File: src/rtl/play_judge_pkg.sv
// Shared constants for the note-judging stage: lane count, vga_bottom field offsets,
// FSM encodings, saturation limits and a saturating-add helper.
package play_judge_pkg;

   localparam int NUM_LANES = 7;

   localparam int NOTE_LSB  = 2;
   localparam int NOTE_MSB  = 8;
   localparam int SHIFT_LSB = 0;

   localparam logic [1:0] ST_IDLE = 2'd0;
   localparam logic [1:0] ST_PLAY = 2'd1;
   localparam logic [1:0] ST_DONE = 2'd2;

   localparam int SCORE_MAX = 9999;
   localparam int CNT_MAX   = 999;

   function automatic logic [15:0] sat_add(input logic [15:0] a, input logic [15:0] b,
                                           input logic [15:0] lim);
      logic [16:0] sum;
      sum = {1'b0, a} + {1'b0, b};
      return (sum > {1'b0, lim}) ? lim : sum[15:0];
   endfunction

endpackage

File: src/rtl/play_judge_if.sv
// Bundle between the note display / key front end (master) and the judge (slave).
interface play_judge_if;
   import play_judge_pkg::*;

   logic [9:0]           vga_bottom;
   logic [NUM_LANES-1:0] key;
   logic [1:0]           key_shift;
   logic                 start;
   logic                 song_done;
   logic [1:0]           state;
   logic                 hit_pulse;
   logic                 miss_pulse;
   logic [13:0]          score;
   logic [9:0]           combo;
   logic [9:0]           max_combo;
   logic [9:0]           hit_count;
   logic [9:0]           miss_count;

   modport master (
      output vga_bottom, key, key_shift, start, song_done,
      input  state, hit_pulse, miss_pulse, score, combo, max_combo, hit_count, miss_count
   );

   modport slave (
      input  vga_bottom, key, key_shift, start, song_done,
      output state, hit_pulse, miss_pulse, score, combo, max_combo, hit_count, miss_count
   );

endinterface

File: src/rtl/play_judge_lane_judge.sv
// One lane's hit window: opens on note arrival, counts down, and emits a
// combinational one-cycle hit or miss when a press or expiry closes it.
module lane_judge #(
   parameter int WINDOW = 2_500_000,
   parameter int WIN_W  = 22
) (
   input  logic clk,
   input  logic rst,
   input  logic enable,
   input  logic arrival,
   input  logic press,
   input  logic shift_ok,
   output logic hit,
   output logic miss
);

   logic [WIN_W-1:0] cnt_r;
   logic [WIN_W-1:0] cnt_nx;
   logic             open;

   assign open = (cnt_r != '0);

   always_comb begin
      hit    = 1'b0;
      miss   = 1'b0;
      cnt_nx = cnt_r;
      if (!enable) begin
         cnt_nx = '0;
      end else if (arrival) begin
         // A note still pending when the next one lands is lost.
         miss = open;
         if (press) begin
            hit    = shift_ok;
            miss   = open | ~shift_ok;
            cnt_nx = '0;
         end else begin
            cnt_nx = WIN_W'(WINDOW);
         end
      end else if (open) begin
         if (press) begin
            hit    = shift_ok;
            miss   = ~shift_ok;
            cnt_nx = '0;
         end else begin
            miss   = (cnt_r == WIN_W'(1));
            cnt_nx = cnt_r - 1'b1;
         end
      end
   end

   always_ff @(posedge clk) begin
      if (rst) cnt_r <= '0;
      else     cnt_r <= cnt_nx;
   end

endmodule

File: src/rtl/play_judge.sv
// Scoring stage: per-lane hit/miss judging, FSM and saturating statistics.
// Events appear on the pulse/counter outputs one cycle after the judging cycle.
module play_judge
   import play_judge_pkg::*;
#(
   parameter int WINDOW     = 2_500_000,
   parameter int WIN_W      = 22,
   parameter int HIT_POINTS = 10
) (
   input  logic vga_clk,
   input  logic rst,
   play_judge_if.slave bus
);

   logic [1:0]           state_r;
   logic [NUM_LANES-1:0] note_q, key_q, note_now;
   logic [NUM_LANES-1:0] arrival, press, hits, misses;
   logic                 shift_ok, enable;
   logic [2:0]           h, m;
   logic                 hit_pulse_r, miss_pulse_r;
   logic [13:0]          score_r, score_nx;
   logic [9:0]           combo_r, combo_nx, max_combo_r, max_nx;
   logic [9:0]           hit_count_r, hit_nx, miss_count_r, miss_nx;
   logic                 unused_bit9;

   assign unused_bit9 = bus.vga_bottom[9];
   assign note_now    = bus.vga_bottom[NOTE_MSB:NOTE_LSB];
   assign arrival     = note_now & ~note_q;
   assign press       = bus.key & ~key_q;
   assign shift_ok    = (bus.key_shift == bus.vga_bottom[SHIFT_LSB+1:SHIFT_LSB]);
   // Lanes are held cleared while not playing and on the cycle PLAY is (re)entered.
   assign enable      = (state_r == ST_PLAY) && !bus.start && !bus.song_done;

   for (genvar i = 0; i < NUM_LANES; i++) begin : g_lane
      lane_judge #(.WINDOW(WINDOW), .WIN_W(WIN_W)) u_lane (
         .clk      (vga_clk),
         .rst      (rst),
         .enable   (enable),
         .arrival  (arrival[i]),
         .press    (press[i]),
         .shift_ok (shift_ok),
         .hit      (hits[i]),
         .miss     (misses[i])
      );
   end

   assign h = 3'($countones(hits));
   assign m = 3'($countones(misses));

   assign score_nx = 14'(sat_add(16'(score_r), 16'(h * HIT_POINTS), 16'(SCORE_MAX)));
   assign hit_nx   = 10'(sat_add(16'(hit_count_r), 16'(h), 16'(CNT_MAX)));
   assign miss_nx  = 10'(sat_add(16'(miss_count_r), 16'(m), 16'(CNT_MAX)));
   assign combo_nx = (m != 3'd0) ? 10'(h)
                                 : 10'(sat_add(16'(combo_r), 16'(h), 16'(CNT_MAX)));
   assign max_nx   = (combo_nx > max_combo_r) ? combo_nx : max_combo_r;

   always_ff @(posedge vga_clk) begin
      if (rst) begin
         state_r      <= ST_IDLE;
         note_q       <= '0;
         key_q        <= '0;
         hit_pulse_r  <= 1'b0;
         miss_pulse_r <= 1'b0;
         score_r      <= '0;
         combo_r      <= '0;
         max_combo_r  <= '0;
         hit_count_r  <= '0;
         miss_count_r <= '0;
      end else begin
         note_q <= note_now;
         key_q  <= bus.key;
         if (bus.start) begin
            state_r      <= ST_PLAY;
            hit_pulse_r  <= 1'b0;
            miss_pulse_r <= 1'b0;
            score_r      <= '0;
            combo_r      <= '0;
            max_combo_r  <= '0;
            hit_count_r  <= '0;
            miss_count_r <= '0;
         end else begin
            if (bus.song_done && state_r == ST_PLAY) state_r <= ST_DONE;
            hit_pulse_r  <= (h != 3'd0);
            miss_pulse_r <= (m != 3'd0);
            score_r      <= score_nx;
            combo_r      <= combo_nx;
            max_combo_r  <= max_nx;
            hit_count_r  <= hit_nx;
            miss_count_r <= miss_nx;
         end
      end
   end

   assign bus.state      = state_r;
   assign bus.hit_pulse  = hit_pulse_r;
   assign bus.miss_pulse = miss_pulse_r;
   assign bus.score      = score_r;
   assign bus.combo      = combo_r;
   assign bus.max_combo  = max_combo_r;
   assign bus.hit_count  = hit_count_r;
   assign bus.miss_count = miss_count_r;

endmodule

File: src/flat_wrapper.sv
// flat-port wrapper written by rule: the top's interface ports become plain ports
module play_judge_flat import play_judge_pkg::*;
#(
   parameter int WINDOW     = 2_500_000,
   parameter int WIN_W      = 22,
   parameter int HIT_POINTS = 10
)
  (vga_clk, rst, bus_vga_bottom, bus_key, bus_key_shift, bus_start, bus_song_done, bus_state, bus_hit_pulse, bus_miss_pulse, bus_score, bus_combo, bus_max_combo, bus_hit_count, bus_miss_count);
  play_judge_if bus_i ();
  input  logic vga_clk;
  input  logic rst;
  input wire logic [$bits(bus_i.vga_bottom)-1:0] bus_vga_bottom;
  input wire logic [$bits(bus_i.key)-1:0] bus_key;
  input wire logic [$bits(bus_i.key_shift)-1:0] bus_key_shift;
  input wire logic [$bits(bus_i.start)-1:0] bus_start;
  input wire logic [$bits(bus_i.song_done)-1:0] bus_song_done;
  output wire logic [$bits(bus_i.state)-1:0] bus_state;
  output wire logic [$bits(bus_i.hit_pulse)-1:0] bus_hit_pulse;
  output wire logic [$bits(bus_i.miss_pulse)-1:0] bus_miss_pulse;
  output wire logic [$bits(bus_i.score)-1:0] bus_score;
  output wire logic [$bits(bus_i.combo)-1:0] bus_combo;
  output wire logic [$bits(bus_i.max_combo)-1:0] bus_max_combo;
  output wire logic [$bits(bus_i.hit_count)-1:0] bus_hit_count;
  output wire logic [$bits(bus_i.miss_count)-1:0] bus_miss_count;
  assign bus_i.vga_bottom = bus_vga_bottom;
  assign bus_i.key = bus_key;
  assign bus_i.key_shift = bus_key_shift;
  assign bus_i.start = bus_start;
  assign bus_i.song_done = bus_song_done;
  assign bus_state = bus_i.state;
  assign bus_hit_pulse = bus_i.hit_pulse;
  assign bus_miss_pulse = bus_i.miss_pulse;
  assign bus_score = bus_i.score;
  assign bus_combo = bus_i.combo;
  assign bus_max_combo = bus_i.max_combo;
  assign bus_hit_count = bus_i.hit_count;
  assign bus_miss_count = bus_i.miss_count;
  play_judge #(.WINDOW(WINDOW), .WIN_W(WIN_W), .HIT_POINTS(HIT_POINTS)) u_core (.vga_clk(vga_clk), .rst(rst), .bus(bus_i));
endmodule
File: config.mk
export PLATFORM = sky130hd
export DESIGN_NAME = play_judge_flat
export DESIGN_NICKNAME = d
export VERILOG_FILES = /design/src/rtl/play_judge_pkg.sv /design/src/rtl/play_judge_if.sv /design/src/rtl/play_judge_lane_judge.sv /design/src/rtl/play_judge.sv /design/src/flat_wrapper.sv
export SDC_FILE = /design/constraint.sdc
export NUM_CORES = 1
export LEC_CHECK = 0
export ABC_AREA = 1
export BUFFER_PORTS_ARGS = -buffer_cell sky130_fd_sc_hd__buf_2
export CORE_MARGIN = 2
export CORE_UTILIZATION = 30
export DETAILED_ROUTE_END_ITERATION = 12
export GPL_TIMING_DRIVEN = 0
export PLACE_DENSITY = 0.52
export RECOVER_POWER = 25
export SLEW_MARGIN = 20
export SYNTH_ARGS = -nofsm -noshare
export SYNTH_HDL_FRONTEND = slang
export SYNTH_SLANG_ARGS = --single-unit
export TNS_END_PERCENT = 5
File: constraint.sdc
create_clock -name vga_clk -period 11.91 [get_ports vga_clk]
set_input_delay 1.191 -clock vga_clk [delete_from_list [all_inputs] [get_ports vga_clk]]
set_output_delay 1.191 -clock vga_clk [all_outputs]
set_load 0.005 [all_outputs]
Yosys cells after proc, flatten, opt, wreduce, memory -nomap -nowiden. Cells that the tools add are included.

Word-level logic and storage cells: 197. Bits of input ports: 23. Register bits after elaboration: 226. Output and inout port bits: 58.

Reductions and logical operators: 27. Equality and inequality tests: 9. Add/subtract/negate cells: 23. $lt $le $gt $ge: 5. $mul: 1. Multiplexer cells: 98. Bitwise gates (word level): 13.

Operators by type and width (count): $mux W22 (28); $eq A22 B1 Y1 const B (7); $reduce_bool A22 Y1 (7); $sub A22 B1 Y22 const B (7); $mux W1 (65); $mux W10 (4); $add A10 B3 Y11 (3); $gt A11 B10 Y1 const B (3); $reduce_bool A2 Y1 (8); $add A14 B7 Y15 (1); $gt A15 B14 Y1 const B (1); $and A7 B7 Y7 (2); $mux W14 (1); $not A7 Y7 (2); $add A1 B1 Y2 (6); $add A3 B3 Y3 (4); $gt A10 B10 Y1 (1); $reduce_or A3 Y1 (3); $or A1 B1 Y1 (7); $add A3 B1 Y3 (2); $mul A3 B3 Y6 const B (1); $reduce_bool A3 Y1 (2); $reduce_or A2 Y1 (2); $logic_and A1 B1 Y1 (3); 4 further kinds (6).

Longest topological paths before layout.
Depth in word-level cells: 14. Depth in mapped cells: 40. Depth with buffers taken out: 39.

Hierarchy. Synthesis repeated with hierarchy kept, for this count alone.

Cells, all modules: 2241. Area total of the unflattened synthesis: 14448.9 um^2.

By module, submodules not included: lane_judge (u_core.g_lane[0].u_lane ...) (cells each 235, seq. area each 440.4 um^2, area each 1455.1 um^2, times used 6); play_judge (cells each 597, seq. area each 1441.4 um^2, area each 4267.8 um^2, times used 1); lane_judge (u_core.g_lane[1].u_lane) (cells each 234, seq. area each 440.4 um^2, area each 1450.1 um^2, times used 1).

Worst setup path before layout. OpenSTA, ideal clock, no wires.

Path type: input -> register. From: input port bus_vga_bottom[4]. To: register u_core.max_combo_r[4], in the netlist u_core.bus.max_combo[4]. Data arrival time: 6.700 ns. Path slack: 5.140 ns. Stages on the path: 34. Path buffers: 1. Setup time: 0.070 ns. Data required time: 11.840 ns. Cell sequence: inv_1 > nor2_1 > clkinv_1 > nand3_1 > inv_1 > nor4_1 > ha_1 > fa_1 > ha_1 > fa_1 > inv_1 > fa_1 > inv_1 > nand2_1 > a21oi_2 > nand3_1 > nor2_1 > nand2_1 > nand3_1 > nor2_1 > nand2_1 > nand3b_1 > nand2_1 > inv_1 > ha_1 > inv_1 > nor2_1 > nor2_1 > o41ai_1 > nand2_1 > inv_1 > clkbuf_1 > o21ai_0 > a21oi_1.

Longest elaborated chain between the ends: 11. Elaborated cells between the ends (all ways): 17. Those cells by class: add/sub (7); order compare (2); mux (6); bitwise (1); reduce/logical (1).

Ends and longest elaborated chain: from (decl) (RTL line flat_wrapper.sv:12) `input wire logic [$bits(bus_i.vga_bottom)-1:0] bus_vga_bottom;`; $and A7 B7 Y7 * (RTL line play_judge.sv:28) `assign arrival = note_now & ~note_q;`; $mux W1 (RTL line play_judge_lane_judge.sv:29) `end else if (arrival) begin`; $mux W1 (RTL line play_judge_lane_judge.sv:27) `if (!enable) begin`; $add A1 B1 Y2 (implied by the code) (RTL line play_judge.sv:47) `assign h = 3'($countones(hits));`; $add A3 B3 Y3 (implied by the code) (2 in a row) (RTL line play_judge.sv:47); $add A10 B3 Y11 (RTL line play_judge_pkg.sv:21) `sum = {1'b0, a} + {1'b0, b};`; $gt A11 B10 Y1 (RTL line play_judge_pkg.sv:22) `return (sum > {1'b0, lim}) ? lim : sum[15:0];`; $mux W10 (RTL line play_judge_pkg.sv:22); $mux W10 * (RTL line play_judge.sv:53) `assign combo_nx = (m != 3'd0) ? 10'(h)`; named net u_core.combo_nx[1] (RTL line play_judge.sv:22) `logic [9:0] combo_r, combo_nx, max_combo_r, max_nx;`; $gt A10 B10 Y1 * (RTL line play_judge.sv:55) `assign max_nx = (combo_nx > max_combo_r) ? combo_nx : max_combo_r;`; to (signal assigned) (RTL line play_judge.sv:87) `max_combo_r <= max_nx;`; to (decl) (RTL line play_judge.sv:22).

The timed path passes the listed nets; every way through them passes the cells marked *. A chain may end at the register's enable or synchronous reset.

Final worst setup path.
From: input port bus_vga_bottom[4]. To: register u_core.max_combo_r[5], in the netlist u_core.bus.max_combo[5].

The elaborated chain is that of the path after synthesis.

==> run_results.csv <==
group,metric,value,unit
outcome,outcome,"finished, final reports clean",
sta,setup_tns,0,ns
cts,cts_resized,0,
die,die_x,211,um
power_and_ir_drop,leakage,7.02,nW
placement,gp_congestion,0.859,
cts,clkTransAtPathRegs,0.05,ns
cells_and_area,drive_above_1_share,8.86,%
global_routing,antenna_found_initial,0,
cts,clk_latency,0.55,ns
routing,firstDrtPassIters,5,
global_routing,grtUsageMet1,21.1,%
worst_setup_path,timing.rr.start,"u_core.note_q[2]$_SDFF_PP0_",
sta,maxClockFrequency,120,MHz
die,coreArea,42000,um^2
cts,cts_hold_buf,0,
power_and_ir_drop,powerDensity,135,nW/um^2
worst_setup_path,slowest_stage,"fa_1",
min_path,whs_path_depth,1,
die,pin_count,81,
routing,vias,11800,
logic_synthesis,synthArstFlopShare,0,%
logic_synthesis,synthTopCellsByCount,"284 x nand2_1, 270 x nor2_1, 258 x inv_1",
logic_synthesis,synthFlopType,"dfxtp_1",
routing,drt-wirelength-per-cell,13.9,um
routing,drc,0,
cts,clock_sinks,226,
flow_run,cap_violations,0,
sta,holdWs,0.467,ns
global_routing,grt_pass1_vias,11400,
worst_setup_path,r2r_end,"u_core.bus.max_combo[5]$_SDFFE_PP0N_",
sta,relSlewSlack,23.0,%
cells_and_area,area_growth_syn_to_layout,15.1,%
min_path,min_from,"u_core.g_lane[0].u_lane.cnt_r[6]$_SDFFE_PP0P_",
worst_setup_path,cp-end-kind,"flop",
sta,min_period,8.32,ns
logic_synthesis,synth_top_area_cell,"dfxtp_1",
logic_synthesis,syn_avg_cell_area,7.11,um^2
logic_synthesis,synthTopCellsByArea,"dfxtp_1 35%, nand2_1 8.3%, nor2_1 7.9%",
worst_setup_path,required,12.39,ns
cts,cts_root_buffer,"clkbuf_16",
global_routing,busiest_layer,"met2",
die,dieArea,44400,um^2
logic_synthesis,synth_warnings,0,
worst_setup_path,r2r_cells,33,
die,rows,75,
global_routing,gr-total-overflow,0,
sta,rsz0062_at_grt,"no",
cts,cts_buffers,28,
logic_synthesis,yosysUniqueCellTypes,54,
routing,totalWireLength,34400,um
global_routing,use_met2,25.4,%
sta,drv_slew,0,
sta,worstMarginPinSlew,1.15,ns
logic_synthesis,synth_edf_count,0,
power_and_ir_drop,ir_worst_vdd,103,uV
cts,clockBufferDepth,3,
die,initial_utilization,30.5,%
cts,htreeDepth,1,
logic_synthesis,ys_seq_area_share,35.3,%
logic_synthesis,synth_area,12800,um^2
worst_setup_path,crit_fanout,10,
worst_setup_path,crit_type,"in2reg",
cells_and_area,diodes,0,
routing,ant_nets,0,
cts,cts_setup_buffers,0,
worst_setup_path,reg2reg_setup_slack,4.03,ns
sta,fin_worst_skew,0.0110,ns
logic_synthesis,synth_seq_cells,226,
logic_synthesis,synthCells,1803,
sta,setup_viol,0,
global_routing,grt_max_degree,14,
cells_and_area,nets,1994,
sta,period_share,69.9,%
routing,drt_iter0_markers,619,
routing,viasPerCell,4.80,
global_routing,grt_pass1_wl,57400,um
min_path,holdPathEnd,"u_core.g_lane[0].u_lane.cnt_r[6]$_SDFFE_PP0P_",
worst_setup_path,cp_common_cell,"inv_1",
cts,cts_tree,"built",
sta,hold_violations,0,
die,die_h,211,um
worst_setup_path,cp.arrival,8.80,ns
worst_setup_path,slowest_delay,0.75,ns
global_routing,met3_usage,3.29,%
global_routing,grt.total_usage,15.7,%
placement,port_buffers,78,
placement,hpwl,25800,um
min_path,min_path_type,"reg2reg",
worst_setup_path,start_kind,"primary input",
logic_synthesis,synth_fp_nets,1886,
logic_synthesis,synth.most_common_cell,"nand2_1",
logic_synthesis,synth_top_area_share,35.3,%
[worst max-delay path by stage]
stage | startpoint | cells after the start | end
after floorplan | bus_vga_bottom[4] | 34 | u_core.bus.max_combo[4]$_SDFFE_PP0N_
after global placement | bus_vga_bottom[4] | 35 | u_core.bus.max_combo[4]$_SDFFE_PP0N_
after detailed placement | bus_vga_bottom[4] | 35 | u_core.bus.max_combo[5]$_SDFFE_PP0N_
after CTS | bus_vga_bottom[4] | 35 | u_core.bus.max_combo[5]$_SDFFE_PP0N_
final | bus_vga_bottom[4] | 35 | u_core.bus.max_combo[5]$_SDFFE_PP0N_
after global routing | bus_vga_bottom[4] | 35 | u_core.bus.max_combo[6]$_SDFFE_PP0N_
[cell families after synthesis]
group | share of synthesized area (%)
AO/OA/AOI/OAI | 12.9
XOR/XNOR | 5.47
adder cells (fa/ha/maj) | 6.45
buffers and inverters | 9.06
flip-flops | 35.3
AND/OR/NAND/NOR | 30.9
[report_power, final]
group	switching [mW]	total (mW)	internal (mW)
Combinational	0.229	0.339	0.109
Sequential	0.0118	0.784	0.772
Clock	0.332	0.875	0.543
Total	0.573	2.00	1.42
[routing by layer]
metal,part of all wire [%],up-vias
met5,0,-
met4,2.8,0
met3,5.8,61
met2,44,236
met1,48,5412
li1,-,6129
[metrics by stage]
| step | instances | total power [mW] | utilization [%] | worst slack (ns) | area, um^2 |
|---|---|---|---|---|---|
| after global routing | 2468 | 2.11 | 35.1 | 2.78 | 14800 |
| after floorplan | 1803 | 1.05 | - | 5.14 | 12800 |
| final | 2468 | 2.00 | 35.1 | 3.59 | 14800 |
| after global placement | 2420 | 1.14 | 33.0 | 3.05 | 13900 |
| after CTS | 2468 | 2.03 | 35.2 | 3.64 | 14800 |
| after detailed placement | 2420 | 1.14 | 33.0 | 3.09 | 13900 |
[worst max-delay path: cells and delay by family]
| kind | cells | cell delay, ns |
|---|---|---|
| AND/OR/NAND/NOR | 15 | 2.70 |
| adder cells (fa/ha/maj) | 6 | 2.55 |
| AO/OA/AOI/OAI | 4 | 0.76 |
| buffers and inverters | 10 | 1.59 |
[flip-flops by register name (all words and copies together) (netlist names)]
name and count:
u_core.note_q 7, u_core.bus.combo 10, u_core.bus.miss_pulse 1, u_core.bus.score 14
u_core.bus.hit_count 10, u_core.bus.hit_pulse 1, u_core.bus.max_combo 10, u_core.bus.miss_count 10
u_core.g_lane.u_lane.cnt_r 154, u_core.key_q 7, u_core.bus.state 2
[cell type report]
cell class	count	area [um^2]
fill	4502	27300
tap	539	674
inverter	285	1070
clock buffer	44	842
buffer	22	86.3
clock inverter	4	95.1
timing repair buffer	78	342
sequential	226	4520
multi-input combinational	1270	7110
[placed cells by master, fill, tap and decap left out, drive strengths merged, types with 5 or more instances in the layout]
master	Yosys	final
clkbuf	19	102
xnor2	26	26
a311oi	6	6
buf	3	42
o21ai	58	58
nand2	299	299
a31oi	8	8
nand4	34	34
or2	14	14
nor3b	7	7
nor3	79	79
dfxtp	226	226
clkinv	5	6
nand3b	6	6
a21oi	122	122
a211oi	55	55
ha	50	50
and3	5	5
o31ai	5	5
nor4	8	8
nor2	295	295
fa	10	10
nand3	109	109
xor2	54	54
inv	280	280
Note: power is estimated with default switching activity, not from simulation.
